File: src/rtl/gpr_decode_ctrl.sv
// -----------------------------------------------------------------------------
// gpr_decode_ctrl
//
// Multi-cycle decode and register-file control stage for a small MIPS subset.
// One instruction is accepted at a time. Its fields are decoded and the
// register-file addresses are held stable across the file's multi-cycle read
// phase. The execute unit is then started and awaited, and the write enable is
// held across the multi-cycle write phase.
//
// Ports:
//   clk          clock, rising edge
//   reset        synchronous, active-high reset
//   instr_valid  upstream instruction present
//   instr        32-bit instruction word
//   instr_ready  block can accept an instruction (IDLE only)
//   exec_done    execute unit result valid (only looked at in EX)
//   a1, a2, a3   register-file addresses (rs, rt, rd)
//   swp12        operand swap: rd1 returns rt, rd2 returns rs
//   reg_w        write code: 0 none, 2 write rt, 3 write rd
//   imm32        extended immediate
//   shamt        shift amount
//   alu_op       execute-unit operation code
//   exec_start   one-cycle pulse in the last read cycle, just before EX
//   busy         high in every state except IDLE
//   illegal      one-cycle pulse (in DEC) for an undecodable instruction
// -----------------------------------------------------------------------------
module gpr_decode_ctrl #(
  parameter int RD_CYCLES = 6,
  parameter int WB_CYCLES = 6
) (
  input  logic        clk,
  input  logic        reset,
  input  logic        instr_valid,
  input  logic [31:0] instr,
  output logic        instr_ready,
  input  logic        exec_done,
  output logic [4:0]  a1,
  output logic [4:0]  a2,
  output logic [4:0]  a3,
  output logic        swp12,
  output logic [1:0]  reg_w,
  output logic [31:0] imm32,
  output logic [4:0]  shamt,
  output logic [3:0]  alu_op,
  output logic        exec_start,
  output logic        busy,
  output logic        illegal
);

  localparam logic [2:0] S_IDLE = 3'd0;
  localparam logic [2:0] S_DEC  = 3'd1;
  localparam logic [2:0] S_RD   = 3'd2;
  localparam logic [2:0] S_EX   = 3'd3;
  localparam logic [2:0] S_WB   = 3'd4;

  // The counter only ever holds (cycles - 1), so clog2 of the larger
  // parameter is enough.
  localparam int CNT_MAX = (RD_CYCLES > WB_CYCLES) ? RD_CYCLES : WB_CYCLES;
  localparam int CW      = (CNT_MAX > 1) ? $clog2(CNT_MAX) : 1;
  localparam logic [CW-1:0] RD_LOAD = CW'(RD_CYCLES - 1);
  localparam logic [CW-1:0] WB_LOAD = CW'(WB_CYCLES - 1);

  logic [2:0]    state;
  logic [CW-1:0] cnt;
  logic [31:0]   instr_q;
  logic [1:0]    wcode;

  // Decode of the latched instruction. It is only consumed in DEC.
  logic [5:0]  op;
  logic [5:0]  funct;
  logic [15:0] imm16;
  logic        dec_legal;
  logic        dec_swp;
  logic [3:0]  dec_alu;
  logic [1:0]  dec_code;
  logic [31:0] dec_imm;

  assign op    = instr_q[31:26];
  assign funct = instr_q[5:0];
  assign imm16 = instr_q[15:0];

  always_comb begin
    // NOTE: every output of this block gets a default first, so no path
    // through the case statements can leave a latch behind.
    dec_legal = 1'b1;
    dec_swp   = 1'b0;
    dec_alu   = 4'd0;
    dec_code  = 2'd0;
    dec_imm   = {{16{imm16[15]}}, imm16};
    case (op)
      6'h00: begin
        dec_code = 2'd3;
        case (funct)
          6'h21: dec_alu = 4'd0;
          6'h23: dec_alu = 4'd1;
          6'h24: dec_alu = 4'd2;
          6'h25: dec_alu = 4'd3;
          6'h2A: dec_alu = 4'd4;
          6'h00: begin dec_alu = 4'd5; dec_swp = 1'b1; end
          6'h02: begin dec_alu = 4'd6; dec_swp = 1'b1; end
          default: dec_legal = 1'b0;
        endcase
      end
      6'h09: begin dec_alu = 4'd0; dec_code = 2'd2; end
      6'h0A: begin dec_alu = 4'd4; dec_code = 2'd2; end
      6'h0C: begin dec_alu = 4'd2; dec_code = 2'd2; dec_imm = {16'h0, imm16}; end
      6'h0D: begin dec_alu = 4'd3; dec_code = 2'd2; dec_imm = {16'h0, imm16}; end
      6'h0F: begin dec_alu = 4'd7; dec_code = 2'd2; dec_imm = {imm16, 16'h0}; end
      6'h23: begin dec_alu = 4'd0; dec_code = 2'd2; end
      6'h2B: dec_alu = 4'd0;
      6'h04: dec_alu = 4'd1;
      6'h05: dec_alu = 4'd1;
      default: dec_legal = 1'b0;
    endcase
    // The register file does not protect $0, so a write to it is dropped here.
    if ((dec_code == 2'd3 && instr_q[15:11] == 5'd0) ||
        (dec_code == 2'd2 && instr_q[20:16] == 5'd0))
      dec_code = 2'd0;
    if (!dec_legal)
      dec_code = 2'd0;
  end

  always_ff @(posedge clk) begin
    // NOTE: all state updates use non-blocking assignments so every register
    // samples the values from before the edge, independent of statement order.
    if (reset) begin
      state   <= S_IDLE;
      cnt     <= '0;
      instr_q <= '0;
      wcode   <= 2'd0;
      reg_w   <= 2'd0;
      a1      <= 5'd0;
      a2      <= 5'd0;
      a3      <= 5'd0;
      shamt   <= 5'd0;
      swp12   <= 1'b0;
      imm32   <= 32'd0;
      alu_op  <= 4'd0;
    end else begin
      case (state)
        S_IDLE: begin
          if (instr_valid) begin
            instr_q <= instr;
            state   <= S_DEC;
          end
        end
        S_DEC: begin
          a1     <= instr_q[25:21];
          a2     <= instr_q[20:16];
          a3     <= instr_q[15:11];
          shamt  <= instr_q[10:6];
          imm32  <= dec_imm;
          alu_op <= dec_alu;
          swp12  <= dec_swp;
          wcode  <= dec_code;
          if (dec_legal) begin
            cnt   <= RD_LOAD;
            state <= S_RD;
          end else begin
            state <= S_IDLE;
          end
        end
        S_RD: begin
          if (cnt == '0) state <= S_EX;
          else           cnt   <= cnt - CW'(1);
        end
        S_EX: begin
          if (exec_done) begin
            if (wcode == 2'd0) begin
              state <= S_IDLE;
            end else begin
              cnt   <= WB_LOAD;
              reg_w <= wcode;
              state <= S_WB;
            end
          end
        end
        S_WB: begin
          if (cnt == '0) begin
            reg_w <= 2'd0;
            state <= S_IDLE;
          end else begin
            cnt <= cnt - CW'(1);
          end
        end
        default: state <= S_IDLE;
      endcase
    end
  end

  // exec_start fires in the final read cycle so EX begins on the next edge,
  // after the addresses have been stable for RD_CYCLES cycles.
  assign exec_start  = (state == S_RD) && (cnt == '0);
  assign illegal     = (state == S_DEC) && !dec_legal;
  assign instr_ready = (state == S_IDLE);
  assign busy        = (state != S_IDLE);

endmodule

File: config.mk
export PLATFORM = sky130hd
export DESIGN_NAME = gpr_decode_ctrl
export DESIGN_NICKNAME = d
export VERILOG_FILES = /design/src/rtl/gpr_decode_ctrl.sv
export SDC_FILE = /design/constraint.sdc
export NUM_CORES = 1
export LEC_CHECK = 0
export BUFFER_PORTS_ARGS = -buffer_cell sky130_fd_sc_hd__buf_2
export CAP_MARGIN = 10
export CELL_PAD_IN_SITES_DETAIL_PLACEMENT = 0
export CELL_PAD_IN_SITES_GLOBAL_PLACEMENT = 2
export CORE_AREA = 5 5 123 125
export DETAILED_ROUTE_END_ITERATION = 16
export DIE_AREA = 0 0 128 130
export PLACE_DENSITY = 0.83
export SKIP_LAST_GASP = 1
export SYNTH_ARGS = -nofsm -noshare
export SYNTH_HDL_FRONTEND = slang
export SYNTH_SLANG_ARGS = --single-unit
File: constraint.sdc
create_clock -name clk -period 2.3 [get_ports clk]
set_clock_uncertainty 0.1 [all_clocks]
set_input_delay 0.46 -clock clk [delete_from_list [all_inputs] [get_ports clk]]
set_output_delay 0.46 -clock clk [all_outputs]
set_load 0.02 [all_outputs]
==> results.toml <==
[setup_path]
arrival_ps = 1710
worst-path-max-fanout = 2
critPathBufInv = 1
cp.required_ps = 1740
startpoint_type = "register"
slowest_delay_ps = 350
crit_path_cell_trace = "nand2b_4, a211o_1, a221oi_2, nor3_2, buf_4"
rr_endpoint = "cnt[0]"
r2r_cells = 7
r2r-start = "instr_q[1]"
end_kind = "output pin"
worstSetupPathType = "register to output pin"
ff2ff_setup_slack_ps = 380
cpMaxStageDelayCell = "a221oi_2"
cp_top_family = "compound AO/OA/AOI/OAI gates"

[sta]
fin_ws_ps = 27.3
slew_violations = 0
fin_crit_ps = 2270
setup-violations-final = 0
final.setup.tns_ps = 0
finalHoldViolCount = 0
whs_ps = 241
max_freq_mhz = 440
rsz0062_at_grt = "true"
fin_crit_sh_pct = 98.8

[placed_design]
gp_congestion = 0.818
dpl.hpwl_mm = 8.27
pre_cts_slack_ps = 187
place_inst = 757
port_buffers = 97

[floorplan]
die-width_um = 128
rows = 43
initial_utilization_pct = 29.6
dieArea_um2 = 16600
die_h_um = 130
core-area_um2 = 13800
ios = 99

[clock_network]
cts_root_buffer = "clkbuf_16"
cts_tree = "built"
htree_levels = 3
cts.sinks = 98
worstSkewPairLatency_ps = 350
cts_hold_buf = 0
clkTransAtPathRegs_ps = 70
clock_path_buffers = 2
cts_made_buffers = 9

[yosys]
synth_top_family_by_area = "simple AND/OR/NAND/NOR gates"
yosys.area_share.simple_pct = 24.7
synthMuxAreaShare_pct = 0.521
synth_fa_ha_area_share_pct = 0.613
synth.distinct_cells = 50
synthesis.instances = 510
ys.flop_type = "dfxtp_1"
avgSynthCellArea_um2 = 8.01
synth_compound_area_share_pct = 19.7
ys_seq_area_share_pct = 48.1
yosys.area_share.xor_xnor_pct = 0.215
synth_nets = 548
ys_ff_latch = 98
syn_area_um2 = 4080
synthArstFlopShare_pct = 0
synth_warnings = 0
synth_edf_count = 0

[detailed_routing]
wl_met2_mm = 5.64
ant_nets = 0
wl_per_cell_um = 15.3
top_layer_used = "met4"
vias = 3885
wirelength_met1_mm = 5.41
drt-vias-per-instance = 4.96
wl_mm = 12.0
drtIter0Drc = 262
first_pass_iters = 5
drcViolationCount = 0
dr_wl_met3_um = 654

[grt]
grt_usage_pct = 14.8
grt_pass1_vias = 3778
grt_max_degree = 68
antenna_found_initial = 1
grt-ovfl-total = 0
grt_pass1_wl_mm = 19.5

[cells_and_area]
layout.nets = 636
area_growth_pct = 26.9
final_common_cell = "nand2_1"
instances_no_fill = 784
nFillCells = 1462
drive_gt1_share_pct = 26.9
layout_common_cells = "137 x nand2_1, 95 x buf_2, 89 x dfxtp_1"

[min_path]
hold_start = "instr[16]"
hold_path.class = "primary input to register"
whs_path_depth = 3
min_to = "instr_q[16]"

[power]
total_leakage_power_nw = 2.12
cellPowerDensity_nw_per_um2 = 798
ir_drop_mv = 0.328

[job]
timing.max_cap.violations = 0

[run_status]
status = "finished, final reports clean"
## cells by family after synthesis
| kind of cell | count (synthesis) |
|---|---|
| AND/OR/NAND/NOR | 225 |
| AO/OA/AOI/OAI | 127 |
| flip-flops | 98 |
| buffers and inverters | 54 |
| adder cells (fa/ha/maj) | 2 |
| multiplexers | 2 |
| other | 1 |
| XOR/XNOR | 1 |
## through the flow
stage	total power [mW]	cell area, um2	utilization, %
final	4.13	5180	37.6
after global routing	4.33	5180	37.6
after CTS	4.18	5130	37.3
after detailed placement	2.48	4740	34.4
after global placement	2.47	4740	34.4
after floorplan	2.28	4080	-
## worst register-to-register path: stages (launching register included)
cell	delay, ps
dfxtp_4	340
nand2b_4	130
a211o_1	270
a221oi_2	350
nor3_2	110
buf_4	140
buf_4	130
o41ai_2	260
## routing by layer
layer	vias to the layer above	GRT usage [%]
met5	-	0
met4	0	6.68
met3	16	3.72
met2	97	23.8
met1	1847	18.7
li1	1925	-
## timing repair
action,CTS,global route
endpoints found under the setup margin,1,1
pin swaps,4,3
resized for setup,13,4
endpoints found under the hold margin,0,0
buffers inserted,5,5
## registers in the layout, summed over array words and instances (netlist names)
register	count
wcode	2
instr_q	32
shamt	5
a2	5
cnt	3
a1	5
imm32	32
reg_w	2
state	3
swp12	1
alu_op	3
a3	5
## worst max-delay path by stage
stage / startpoint / to / depth (start not counted)
after global routing: instr_q[26] / illegal / 5
final: instr_q[1] / illegal / 5
after global placement: instr_q[0] / illegal / 5
after detailed placement: instr_q[0] / illegal / 5
after floorplan: instr_q[0] / illegal / 5
after CTS: instr_q[1] / illegal / 5
## cell type report
| type | count | area (um2) | area share (%) |
|---|---|---|---|
| antenna | 1 | 2.50 | 0.0483 |
| clock buffer | 11 | 243 | 4.69 |
| clock inverter | 5 | 85.1 | 1.64 |
| inverter | 9 | 33.8 | 0.652 |
| multi-input combinational | 358 | 1890 | 36.4 |
| sequential | 98 | 1980 | 38.3 |
| tap | 180 | 225 | 4.35 |
| timing repair buffer | 122 | 719 | 13.9 |
## cell usage after synthesis, types with 2 or more instances
cell | count | area [um2]
buf_6 | 2 | 22.5
o21ai_0 | 3 | 15.0
nor2b_1 | 4 | 25.0
clkbuf_1 | 23 | 86.3
a21oi_1 | 66 | 330
buf_4 | 3 | 22.5
nor2_1 | 25 | 93.8
inv_1 | 9 | 33.8
o32ai_1 | 4 | 35.0
nor3_1 | 6 | 30.0
nand3b_1 | 4 | 30.0
nand2_1 | 138 | 518
a32oi_1 | 2 | 17.5
and2_1 | 4 | 25.0
o21ai_1 | 3 | 15.0
a2bb2oi_1 | 10 | 87.6
a22oi_1 | 5 | 37.5
ha_1 | 2 | 25.0
nand3_1 | 27 | 135
or4_1 | 2 | 15.0
a31oi_1 | 19 | 119
o211ai_1 | 3 | 22.5
a211o_1 | 2 | 17.5
a221oi_2 | 2 | 30.0
buf_2 | 16 | 80.1
nand2b_1 | 5 | 31.3
dfxtp_1 | 98 | 1960
## report_power, final
| group | internal (mW) | switching, mW |
|---|---|---|
| Combinational | 0.240 | 0.377 |
| Sequential | 1.78 | 0.0800 |
| Clock | 0.991 | 0.669 |
| Total | 3.01 | 1.13 |
(Power assumes the default switching activity.)
